==> src/rtl/drop_gate_ctrl.sv <==
// Timed drop-gate sequencer: arm delay, gate-open window, cooldown lockout.
// Optional DROP_COUNT_EN adds a saturating completed-drop counter output.
//
// state    | meaning
// IDLE     | waiting for a fresh drop request
// ARM      | counting down the drop delay (t_act ticks)
// OPEN     | gate driven open for OPEN_TICKS ticks
// COOLDOWN | lockout for COOLDOWN_TICKS ticks, requests ignored
module drop_gate_ctrl #(
  parameter int CLK_PER_TICK   = 1000,
  parameter int OPEN_TICKS     = 16,
  parameter int COOLDOWN_TICKS = 8
) (
  input  logic        clk,
  input  logic        rst_n,
  input  logic        drop_activated,
  input  logic [15:0] t_act,
  input  logic        drop_en,
  input  logic        abort,
  output logic        gate_open,
  output logic        busy,
  output logic        done,
  output logic [15:0] remaining,
  output logic [1:0]  state
`ifdef DROP_COUNT_EN
  ,
  output logic [7:0]  drop_count
`endif
);

  localparam int PW = (CLK_PER_TICK > 2) ? $clog2(CLK_PER_TICK) : 1;
  localparam logic [PW-1:0] PRESC_LAST = PW'(CLK_PER_TICK - 1);

  typedef enum logic [1:0] {
    S_IDLE = 2'd0,
    S_ARM  = 2'd1,
    S_OPEN = 2'd2,
    S_COOL = 2'd3
  } state_t;

  state_t        state_q, state_d;
  logic [PW-1:0] presc;
  logic          tick;
  logic          rearm;
  logic          capture;
  logic          done_d;
  logic [15:0]   rem_d;
  logic          cancel;

  assign state  = state_q;
  assign tick   = (presc == PRESC_LAST);
  assign cancel = abort | ~drop_en;

  always_comb begin
    state_d = state_q;
    rem_d   = remaining;
    done_d  = 1'b0;
    capture = 1'b0;
    case (state_q)
      S_IDLE: begin
        rem_d = 16'd0;
        if (drop_en && drop_activated && rearm && !abort) begin
          capture = 1'b1;
          if (t_act == 16'd0) begin
            state_d = S_OPEN;
            rem_d   = 16'(OPEN_TICKS);
          end else begin
            state_d = S_ARM;
            rem_d   = t_act;
          end
        end
      end
      S_ARM: begin
        if (cancel) begin
          state_d = S_IDLE;
          rem_d   = 16'd0;
        end else if (tick) begin
          if (remaining <= 16'd1) begin
            state_d = S_OPEN;
            rem_d   = 16'(OPEN_TICKS);
          end else begin
            rem_d = remaining - 16'd1;
          end
        end
      end
      S_OPEN: begin
        // a cancel closes the gate early and still serves the full cooldown
        if (cancel) begin
          state_d = S_COOL;
          rem_d   = 16'(COOLDOWN_TICKS);
        end else if (tick) begin
          if (remaining <= 16'd1) begin
            state_d = S_COOL;
            rem_d   = 16'(COOLDOWN_TICKS);
            done_d  = 1'b1;
          end else begin
            rem_d = remaining - 16'd1;
          end
        end
      end
      S_COOL: begin
        if (tick) begin
          if (remaining <= 16'd1) begin
            state_d = S_IDLE;
            rem_d   = 16'd0;
          end else begin
            rem_d = remaining - 16'd1;
          end
        end
      end
      default: begin
        state_d = S_IDLE;
        rem_d   = 16'd0;
      end
    endcase
  end

  always_ff @(posedge clk or negedge rst_n) begin
    if (!rst_n) begin
      state_q   <= S_IDLE;
      remaining <= 16'd0;
      presc     <= '0;
      rearm     <= 1'b1;
      gate_open <= 1'b0;
      busy      <= 1'b0;
      done      <= 1'b0;
    end else begin
      state_q   <= state_d;
      remaining <= rem_d;
      gate_open <= (state_d == S_OPEN);
      busy      <= (state_d != S_IDLE);
      done      <= done_d;
      // prescaler restarts on every state entry so each phase is whole ticks
      if (state_d != state_q || tick)
        presc <= '0;
      else
        presc <= presc + PW'(1);
      if (capture)
        rearm <= 1'b0;
      else if (state_q == S_IDLE && !drop_activated)
        rearm <= 1'b1;
    end
  end

`ifdef DROP_COUNT_EN
  always_ff @(posedge clk or negedge rst_n) begin
    if (!rst_n)
      drop_count <= 8'd0;
    else if (done_d && drop_count != 8'hFF)
      drop_count <= drop_count + 8'd1;
  end
`endif

endmodule

==> config.mk <==
export PLATFORM = sky130hd
export DESIGN_NAME = drop_gate_ctrl
export DESIGN_NICKNAME = d
export VERILOG_FILES = /design/src/rtl/drop_gate_ctrl.sv
export SDC_FILE = /design/constraint.sdc
export NUM_CORES = 1
export LEC_CHECK = 0
export BUFFER_PORTS_ARGS = -buffer_cell sky130_fd_sc_hd__buf_4
export CORE_ASPECT_RATIO = 1.4
export CORE_MARGIN = 1
export CORE_UTILIZATION = 56
export CTS_BUF_LIST = sky130_fd_sc_hd__clkbuf_8
export CTS_CLUSTER_SIZE = 25
export DETAILED_ROUTE_END_ITERATION = 8
export MAX_ROUTING_LAYER = met4
export PLACE_DENSITY = 0.8
export SLEW_MARGIN = 20
export SYNTH_ARGS = -nofsm -noshare
export SYNTH_HDL_FRONTEND = slang
export SYNTH_SLANG_ARGS = --single-unit
==> constraint.sdc <==
create_clock -name clk -period 2.5 [get_ports clk]
set_input_delay 0 -clock clk [delete_from_list [all_inputs] [get_ports clk]]
set_output_delay 0 -clock clk [all_outputs]
set_load 0.05 [all_outputs]
==> flow_summary.toml <==
[outcome]
status = "finished clean"

[pwr]
seqPwrFrac = 0.255
internal_power_uw = 1780
ir_drop_v = 0.000895
p_switching_uw = 1940
p_per_area_nw_per_um2 = 1500
p_sw_frac = 0.521
clkPwrFrac = 0.133
p_leak_uw = 0.00111
p_comb_frac = 0.611

[worst_setup_path]
crit_chain = "nor4_1, nand2_1, o21a_1, and4_1, a221o_1"
path_buf_inv = 0
cp_slowest_cell = "dfrtp_1"
path_max_fanout = 14
worst_setup_path_start_kind = "flip-flop"
max_stage_delay_ns = 0.46
required_ns = 2.68
cp_top_family = "simple AND/OR/NAND/NOR gates"
arrival_ns = 2.42
critical_path_class = "reg -> reg"
end_kind = "flip-flop"

[synth]
synth_nets = 248
synth_seq_cells = 32
syn-cell-area_um2 = 1960
yosysSeqAreaShare = 0.409
ys.flop_type = "dfrtp_1"
synthTopCellsByArea = "dfrtp_1, nor2_1, o21ai_0"
synth-edff-count = 0
synth_top_area_share = 0.396
yosysWarningCount = 0
yosys.cell_types.count = 50
synthArstFlopShare = 1.00
yosys.area.top_type = "dfrtp_1"
avgSynthCellArea_um2 = 8.75
synthCells = 224

[clock_network]
cts_root_buf = "clkbuf_8"
htreeDepth = 2
clock_latency_ns = 0.29
cts_sinks = 32
clockBufferDepth = 2
cts_tree = "yes"
cts_setup_buffers = 0
clk_pin_slew_worst_paths_ns = 0.07
cts_buffers = 5

[cells_and_area]
final_common_cell = "buf_4"
layout_common_cells = "buf_4, dfrtp_1, nor2_1"
drive_gt1_frac = 0.238
insertedDiodeCount = 0
area_delta_synth_final_pct = 26.6
finalInstanceArea_um2 = 2480
final_nets = 296
final_cells = 313

[floorplan]
io_pins = 42
start_util = 0.586
die_x_um = 52.0
dieHeight_um = 72.0
die-area_um2 = 3750
core_um2 = 3350
num_rows = 25

[placement]
dp.cells = 299
preCtsSetupSlack_ns = 0.349
dpl_cell_area_um2 = 2310
routabilityCongestion = 0.869
place_hpwl_um = 3710
portBuffers = 41

[sta]
min_period_over_period = 0.898
setup-tns-final_ns = 0
fin_ws_ns = 0.256
worst_pin_slew_ns = 0.617
drv_slew = 0
hold_viol = 0
fmax_mhz = 446
setup_viol = 0
slew_headroom = 0.589
rsz0062_at_grt = "no"
period_needed_ns = 2.24
whs_ns = 0.0134
clock_skew_ns = 0.00742

[run]
drv_cap = 0

[route]
viasPerCell = 6.35
ant_nets = 0
routed_wl_um = 5310
wl_per_cell_um = 17.0
first_iter_violations = 87
drc_errors = 0
routed-via-count = 1989
first_pass_iters = 4

[grt]
antenna_found_initial = 0
grt_pass1_vias = 1863
grt_pass1_wl_um = 8880
grt_remaining_overflow = 0
grt_max_degree = 33
gr-usage-all-layers = 0.332

[worst_hold_path]
min_path_type = "in -> reg"
==> state kept, by name, indices dropped and copies added, names as in the netlist <==
signal	count
remaining	16
rearm	1
busy	1
state	2
gate_open	1
presc	10
done	1
==> tightest hold or removal path, delay by kind of cell <==
family / cells / cell delay, ns
AOI/OAI and AO/OA: 2 / 0.18
buffers and inverters: 1 / 0.09
==> stage by stage <==
stage,power [uW],utilization
2_1_floorplan,2560,-
3_3_place_gp,3150,0.692
3_5_place_dp,3170,0.692
4_1_cts,3690,0.742
5_1_grt,3980,0.742
6_report,3720,0.742
==> routing by layer <==
metal / up-vias / wire length, um / GRT usage
met2: 89 / 2710 / 0.527
met1: 939 / 2110 / 0.391
met4: 0 / 196 / 0.180
met3: 19 / 288 / 0.0587
li1: 942 / - / -
met5: - / 0 / -
==> cells by family after synthesis <==
group                    share of synthesized area
AND/OR/NAND/NOR                              0.240
AO/OA/AOI/OAI                                0.240
flip-flops                                   0.409
buffers and inverters                       0.0421
XOR/XNOR                                    0.0447
adder cells (fa/ha/maj)                     0.0243
==> power groups by stage <==
| stage | logic [uW] | clock network [uW] | registers [uW] |
|---|---|---|---|
| after floorplan | 1250 | 0 | 1310 |
| after global placement | 2210 | 0 | 947 |
| after detailed placement | 2220 | 0 | 949 |
| after CTS | 2240 | 500 | 944 |
| after global routing | 2480 | 518 | 980 |
| final | 2270 | 495 | 949 |
==> area by class of cell <==
class	count	area, um2
multi-input cells	171	1080
flip-flops and latches	32	802
clock inverters	3	38.8
fillers	272	865
inverters	9	33.8
repair buffers	53	413
well taps	40	50.0
clock buffers	5	68.8
==> worst paths after layout <==
check,cells after the start,from,slack [ns],to
max reg2reg,5,remaining[9]$_DFFE_PN0P_,0.26,remaining[9]$_DFFE_PN0P_
min reg2reg,1,presc[0]$_DFF_PN0_,0.47,presc[0]$_DFF_PN0_
max,5,remaining[9]$_DFFE_PN0P_,0.26,remaining[9]$_DFFE_PN0P_
min in group asynchronous,2,rst_n,0.18,done$_DFF_PN0_
min,3,t_act[12],0.01,remaining[12]$_DFFE_PN0P_
max in group asynchronous,2,rst_n,2.01,rearm$_DFFE_PN1P_
==> synthesized netlist by cell type, drive strengths merged, types with 3 or more instances <==
cell / count
nor4: 11
or3: 3
xor2: 4
o2bb2ai: 5
a32oi: 6
inv: 9
xnor2: 6
nand3: 8
a21oi: 14
buf: 5
and3: 4
o22ai: 4
nand2: 11
o21ai: 18
dfrtp: 31
nor2: 26
nor3: 10
clkbuf: 7
ha: 3
nand4: 3
a221o: 3
==> what timing repair did <==
action / in CTS / in global routing
setup endpoints to repair: 0 / 0
hold buffers: 6 / 0
endpoints found under the hold margin: 37 / 0
gates resized for setup: 0 / 0
No activity file was read; power rests on OpenSTA's default activity.
